## src/rtl/rca_cfg_loader.sv

```systemverilog
// -----------------------------------------------------------------------------
// rca_cfg_loader
//
// Reconfigures the RCA grid when issue control switches to a different
// accelerator. It waits for the grid to drain, then streams the selected
// accelerator's configuration words out of the config memory and into the
// grid configuration registers. When the last word is written it reports
// the loaded accelerator back to issue control.
//
// Optional feature (compile-time macro RCA_CFG_SKIP_RELOAD_EN):
//   When defined, a request for the accelerator that is already loaded and
//   valid completes immediately. No reads or writes are issued, load_done
//   pulses the cycle after acceptance and loaded_valid stays high.
//   When undefined, every accepted request performs a full drain and load.
//
// Parameters:
//   NUM_RCAS   number of accelerators with stored configurations (power of 2)
//   CFG_WORDS  configuration words per accelerator (power of 2)
//   CFG_WIDTH  bits per configuration word
//
// Ports:
//   clk           clock, all state updates on the rising edge
//   rst           asynchronous reset, active low
//   req_valid     request to load the configuration for req_rca_sel
//   req_rca_sel   target accelerator, sampled only at acceptance
//   req_ready     loader is idle and accepts a request this cycle
//   grid_idle     grid pipeline and IO FIFOs are empty
//   cfg_rd_en     config memory read strobe
//   cfg_rd_addr   config memory address = target*CFG_WORDS + rd_idx
//   cfg_rd_data   config memory read data, valid one cycle after cfg_rd_en
//   cfg_wr_en     grid config register write strobe
//   cfg_wr_addr   grid config register index
//   cfg_wr_data   write data, a combinational pass-through of cfg_rd_data
//   load_done     one-cycle pulse in the cycle the last word is written
//   loaded_valid  the grid holds a complete configuration
//   loaded_rca    accelerator currently configured
//   busy          loader is not idle
// -----------------------------------------------------------------------------
module rca_cfg_loader #(
   parameter int NUM_RCAS  = 4,
   parameter int CFG_WORDS = 16,
   parameter int CFG_WIDTH = 32
) (
   input  logic                                  clk,
   input  logic                                  rst,
   input  logic                                  req_valid,
   input  logic [$clog2(NUM_RCAS)-1:0]           req_rca_sel,
   output logic                                  req_ready,
   input  logic                                  grid_idle,
   output logic                                  cfg_rd_en,
   output logic [$clog2(NUM_RCAS*CFG_WORDS)-1:0] cfg_rd_addr,
   input  logic [CFG_WIDTH-1:0]                  cfg_rd_data,
   output logic                                  cfg_wr_en,
   output logic [$clog2(CFG_WORDS)-1:0]          cfg_wr_addr,
   output logic [CFG_WIDTH-1:0]                  cfg_wr_data,
   output logic                                  load_done,
   output logic                                  loaded_valid,
   output logic [$clog2(NUM_RCAS)-1:0]           loaded_rca,
   output logic                                  busy
);

   localparam int SEL_W = $clog2(NUM_RCAS);
   localparam int IDX_W = $clog2(CFG_WORDS);

   localparam logic [IDX_W-1:0] LAST_IDX = IDX_W'(CFG_WORDS - 1);

   typedef enum logic [1:0] {
      IDLE       = 2'd0,
      WAIT_DRAIN = 2'd1,
      LOAD       = 2'd2,
      FLUSH      = 2'd3
   } state_t;

   state_t            state;
   logic [SEL_W-1:0]  target;
   logic [IDX_W-1:0]  rd_idx;

   // Both sizes are powers of two, so target*CFG_WORDS + rd_idx is a plain
   // concatenation of the two fields.
   assign cfg_rd_addr = {target, rd_idx};

   // Read data is consumed directly as write data; the one-cycle memory
   // latency is absorbed by delaying the write strobe and index instead.
   assign cfg_wr_data = cfg_rd_data;

   assign req_ready = (state == IDLE);
   assign busy      = (state != IDLE);

   // NOTE: every register here uses non-blocking assignment so all state
   // advances together on the edge, and the async reset clears the strobes
   // immediately without waiting for a clock.
   always_ff @(posedge clk or negedge rst) begin
      if (!rst) begin
         state        <= IDLE;
         target       <= '0;
         rd_idx       <= '0;
         cfg_rd_en    <= 1'b0;
         cfg_wr_en    <= 1'b0;
         cfg_wr_addr  <= '0;
         load_done    <= 1'b0;
         loaded_valid <= 1'b0;
         loaded_rca   <= '0;
      end else begin
         // Write pipeline: the word read in cycle k lands on the grid in
         // cycle k+1, so the write strobe and index trail the read by one.
         cfg_wr_en   <= cfg_rd_en;
         cfg_wr_addr <= rd_idx;
         load_done   <= 1'b0;

         case (state)
            IDLE: begin
               if (req_valid) begin
                  target <= req_rca_sel;
`ifdef RCA_CFG_SKIP_RELOAD_EN
                  if (loaded_valid && (req_rca_sel == loaded_rca)) begin
                     // Already configured: go straight to completion with
                     // no traffic; FLUSH writes nothing because no read
                     // preceded it, and loaded_valid is left untouched.
                     state     <= FLUSH;
                     load_done <= 1'b1;
                  end else begin
                     state        <= WAIT_DRAIN;
                     loaded_valid <= 1'b0;
                  end
`else
                  state        <= WAIT_DRAIN;
                  loaded_valid <= 1'b0;
`endif
               end
            end

            WAIT_DRAIN: begin
               // Unbounded wait: the grid must be empty before any of its
               // configuration registers may be overwritten.
               if (grid_idle) begin
                  state     <= LOAD;
                  rd_idx    <= '0;
                  cfg_rd_en <= 1'b1;
               end
            end

            LOAD: begin
               // rd_idx wraps to zero after the last word; its value outside
               // LOAD is never used.
               rd_idx <= rd_idx + 1'b1;
               if (rd_idx == LAST_IDX) begin
                  state     <= FLUSH;
                  cfg_rd_en <= 1'b0;
                  // Raised here so the pulse coincides with the final write.
                  load_done <= 1'b1;
               end
            end

            FLUSH: begin
               state        <= IDLE;
               loaded_valid <= 1'b1;
               loaded_rca   <= target;
            end

            default: begin
               state <= IDLE;
            end
         endcase
      end
   end

endmodule

```

## config.mk

```make
export PLATFORM = sky130hd
export DESIGN_NAME = rca_cfg_loader
export DESIGN_NICKNAME = d
export VERILOG_FILES = /design/src/rtl/rca_cfg_loader.sv
export SDC_FILE = /design/constraint.sdc
export NUM_CORES = 1
export LEC_CHECK = 0
export ABC_AREA = 1
export CORE_MARGIN = 8
export CORE_UTILIZATION = 34
export DETAILED_ROUTE_END_ITERATION = 12
export MAX_ROUTING_LAYER = met4
export PLACE_DENSITY = 0.92
export SLEW_MARGIN = 10
export SYNTH_ARGS = -nofsm -noshare
export SYNTH_HDL_FRONTEND = slang
export SYNTH_SLANG_ARGS = --single-unit
export TNS_END_PERCENT = 1
```

## constraint.sdc

```tcl
create_clock -name clk -period 2.1 [get_ports clk]
set_input_delay 0.315 -clock clk [delete_from_list [all_inputs] [get_ports clk]]
set_output_delay 0.315 -clock clk [all_outputs]
set_load 0.05 [all_outputs]
```

Yosys cells after proc, flatten, opt, wreduce, memory -nomap -nowiden
Index checks and enable logic that the tools add are counted.

Register bits after elaboration: 18. Bits in latches: 0. Memory bits (writable): 0. ROM bits: 0. Input port bits: 38. Output and inout port bits: 50. Logic and storage cells: 39. Memories: 0.

$add $sub $neg: 1. Multiply operators: 0. Div/mod/pow operators: 0. Order comparisons: 0. Eq/ne operators: 7. Shift operators: 0. Mux-type cells: 13. Bitwise gates (word level): 0. Reduce and logical (&&, ||, !) cells: 9.

Operators by type and width (count): 2-bit one-hot mux with 4 select lines (1); 4-bit one-hot mux with 2 select lines (1); 2-bit two-way mux (3); 2-bit inequality test, second input constant (3); 2-bit AND reduction (3); 3-bit AND reduction (2); 2-bit nonzero test (3); 1-bit two-way mux (5); 4-bit by 1-bit adder with 4-bit output, second input constant (1); 2-bit == test, second input constant (2); 4-bit == test, second input constant (1); 4-bit two-way mux (1); 1-bit one-hot mux with 2 select lines (2); 2-bit by 1-bit == test with 1-bit output, second input constant (1); 2-bit logical NOT (1).

Depth between registers and ports, before layout
Depth after elaboration: 3. Mapped depth: 8.

Worst setup path after synthesis
OpenSTA, ideal clock, no wires.

Path kind: reg2reg. Start point: register state[0]. End point: register state[0]. Arrival time: 1.634 ns. Setup slack: 0.401 ns. Stages on the path, launching flop included: 7. Path buffers: 0. Clock period less this slack: 1.699 ns. Path through: dfrtp_1 -> inv_1 -> ha_1 -> inv_1 -> nand2_1 -> nand3_1 -> nand2_1.

Word-level cells in the longest chain between the ends: 3. Elaborated cells on any way between the ends: 9. Classes of those cells: eq/ne: 6; mux: 1; reduce/logical: 2.

RTL lines: start, declared (RTL line 74) `state_t state;`; start signal, assigned (RTL line 94) `state <= IDLE;`; start signal, assigned (RTL line 126) `state <= WAIT_DRAIN;`; start signal, assigned (RTL line 136) `state <= LOAD;`; 2-bit logical NOT (*); named net req_ready (RTL line 48) `output logic req_ready,`; 2-bit inequality test (no line); 3-bit AND reduction (no line).

The timed path passes the listed nets; every way through them passes the cells marked *. A chain may end at the register's enable or synchronous reset.

Worst setup path in the final report
Start point: register rd_idx[2]. End point: output cfg_rd_addr[2].

RTL lines: start, declared (RTL line 76) `logic [IDX_W-1:0] rd_idx;`; start signal, assigned (RTL line 145) `rd_idx <= rd_idx + 1'b1;`; end, declared (RTL line 51) `output logic [$clog2(NUM_RCAS*CFG_WORDS)-1:0] cfg_rd_addr,`.

No word-level cell between the ends.

==> results.json <==
{
  "status": "complete, no violations",
  "numCtsBuffers": 3,
  "r2r_cells": 5,
  "cts_root_buf": "clkbuf_4",
  "rows": 20,
  "worstSetupEndpointType": "primary output",
  "wl_mm": 1.98,
  "antenna_found_initial": 0,
  "worst-path-max-fanout": 6,
  "fp.dieH_um": 70.7,
  "ys_types": 15,
  "hold_viol": 0,
  "final_core_util_pct": 36.9,
  "setup_viol": 0,
  "placed_area_um2": 1050,
  "cp.depth": 1,
  "path_class": "register to primary output",
  "grt_pass1_vias": 642,
  "min_path_type": "input port to async pin",
  "rrSetupSlack_ns": 0.75,
  "fin_tns_setup_ns": 0,
  "critical_path.cell_chain": "clkdlybuf4s50_1",
  "path_buf_inv": 1,
  "clkTransAtPathRegs_ns": 0.10,
  "syn-num-nets": 150,
  "slew_headroom_pct": 65.6,
  "dieArea_um2": 5000,
  "worst_path_largest_cell_delay_ns": 0.84,
  "yosysTopAreaCellShare_pct": 44.2,
  "synth-seq-area-share_pct": 44.2,
  "grt_pass1_wl_mm": 3.19,
  "cp.arrival_ns": 1.60,
  "required_ns": 1.78,
  "nFillCells": 294,
  "remaining_drc_errors": 0,
  "multi_input_area_um2": 290,
  "post-cts-setup-buffers": 0,
  "post-dp-hpwl_mm": 1.57,
  "syn2layout_area_growth_pct": 6.88,
  "drv_cap": 0,
  "syn_area_um2": 1020,
  "vias_per_cell": 4.72,
  "postSynthRegisterBits": 18,
  "r2r_start": "state[0]$_DFFE_PN0P_",
  "cp_top_family": "buffers and inverters",
  "regArea_um2": 450,
  "grt-ovfl-total": 0,
  "cts_buffer_depth": 2,
  "ys.warnings.count": 0,
  "finalCritPeriodShare_pct": 91.1,
  "tightestPinTransition_ns": 0.515,
  "drtIter0Drc": 22,
  "die_x_um": 70.7,
  "avgSynthCellArea_um2": 9.52,
  "static-leakage-power_nw": 0.523,
  "diodes": 0,
  "holdBufCountCts": 0,
  "power.total_mw": 1.94,
  "fp.coreArea_um2": 2950,
  "timing.final.crit_period_ns": 1.91,
  "reg2reg_to": "rd_idx[0]$_DFFE_PN0P_",
  "synthTopCellsByArea": "dfrtp_1 44%, buf_4 24%, ha_1 6.1%",
  "max_freq_mhz": 523,
  "ant_nets": 0,
  "clock_latency_ns": 0.30,
  "finalNetCount": 147,
  "clock-skew-final_ns": 0.00583,
  "rsz0062_at_grt": "false",
  "pwr_density_cell_nw_per_um2": 1790,
  "cts_max_level": 1,
  "grt_max_degree": 19,
  "firstDrtPassIters": 4,
  "cp-start-kind": "register",
  "portBuffers": 23,
  "yosys.area.top_type": "dfrtp_1",
  "cts_tree": "yes",
  "vdd_drop_max_mv": 0.730,
  "wl_per_cell_um": 14.6,
  "maxSlewViolCount": 0,
  "clock-sinks": 18,
  "io_pins": 88,
  "fin_area_um2": 1090,
  "cp_slowest_cell": "clkdlybuf4s50_1",
  "postCtsResizedCells": 0,
  "initial_utilization_pct": 34.5,
  "gp_congestion": 0.861,
  "final_layout_size_suffix_gt1_share_pct": 17.5,
  "netlist_instances": 107,
  "grt_usage_pct": 8.28,
  "vias": 642
}
-- per-layer routing --
layer	track usage, %	up-vias	wire length (µm)
met4	8.78	0	110
met3	2.40	17	196
met2	11.8	28	874
met1	8.69	305	801
met5	-	-	0
li1	-	292	-
-- Yosys cell counts --
master	n
buf_4	32
inv_2	2
dfrtp_1	18
inv_1	8
o21ai_0	3
nor2_1	4
nand3_1	6
nand2_4	1
a21oi_1	2
mux2_2	4
o21bai_1	1
ha_1	5
nand2_2	4
nand2_1	16
a22o_1	1
-- layout by cell type, fill, tap and decap left out --
master	n
mux2_2	4
nor2_1	4
clkbuf_4	3
a21oi_1	2
nand2_1	16
nand2_2	4
clkbuf_8	1
inv_1	8
o21bai_1	1
buf_4	3
nand2_4	1
ha_1	5
inv_2	2
dfrtp_1	18
clkdlybuf4s50_1	21
a22o_1	1
nand3_1	6
o21ai_0	3
-- final cells by class --
cell class | count | area share [%]
multi-input cells | 47 | 26.7
inverters | 10 | 3.45
clock buffers | 4 | 3.33
well taps | 33 | 3.79
flip-flops and latches | 18 | 41.4
repair buffers | 24 | 21.4
-- power by group --
group / total (mW) / switching (mW) / leakage [nW] / internal, mW
Clock: 0.213 / 0.107 / 0.0210 / 0.106
Sequential: 0.569 / 0.0989 / 0.222 / 0.470
Combinational: 1.16 / 0.776 / 0.280 / 0.386
-- per-stage QoR --
step,hold WS [ns],setup WS (ns),std cells
3_3_place_gp,0.385,0.556,132
6_report,0.333,0.187,136
5_1_grt,0.352,0.147,136
2_1_floorplan,0.0194,0.401,107
4_1_cts,0.340,0.195,136
3_5_place_dp,0.390,0.524,132
-- how the worst max path moves through the flow --
stage                                 to                  start  slack [ns]
finish                    cfg_rd_addr[2]  rd_idx[2]$_DFFE_PN0P_        0.19
global route              cfg_rd_addr[2]  rd_idx[2]$_DFFE_PN0P_        0.15
CTS                       cfg_rd_addr[2]  rd_idx[2]$_DFFE_PN0P_        0.19
detailed placement        cfg_rd_addr[0]  rd_idx[0]$_DFFE_PN0P_        0.52
global placement          cfg_rd_addr[0]  rd_idx[0]$_DFFE_PN0P_        0.56
floorplan           state[0]$_DFFE_PN0P_   state[0]$_DFFE_PN0P_        0.40
-- flip-flops by register name, summed over array words and instances (netlist names) --
name          flops
cfg_rd_en         1
load_done         1
cfg_wr_addr       4
cfg_wr_en         1
target            2
loaded_rca        2
state             2
loaded_valid      1
rd_idx            4
-- logic make-up after synthesis --
group,after synthesis,share of synthesized area [%]
buffers and inverters,42,27.3
DFF,18,44.2
muxes,4,4.42
adders and majority gates,5,6.14
and+or+nand+nor,31,13.9
AOI/OAI and AO/OA,7,4.05
Note: power is estimated with default switching activity, not from simulation.
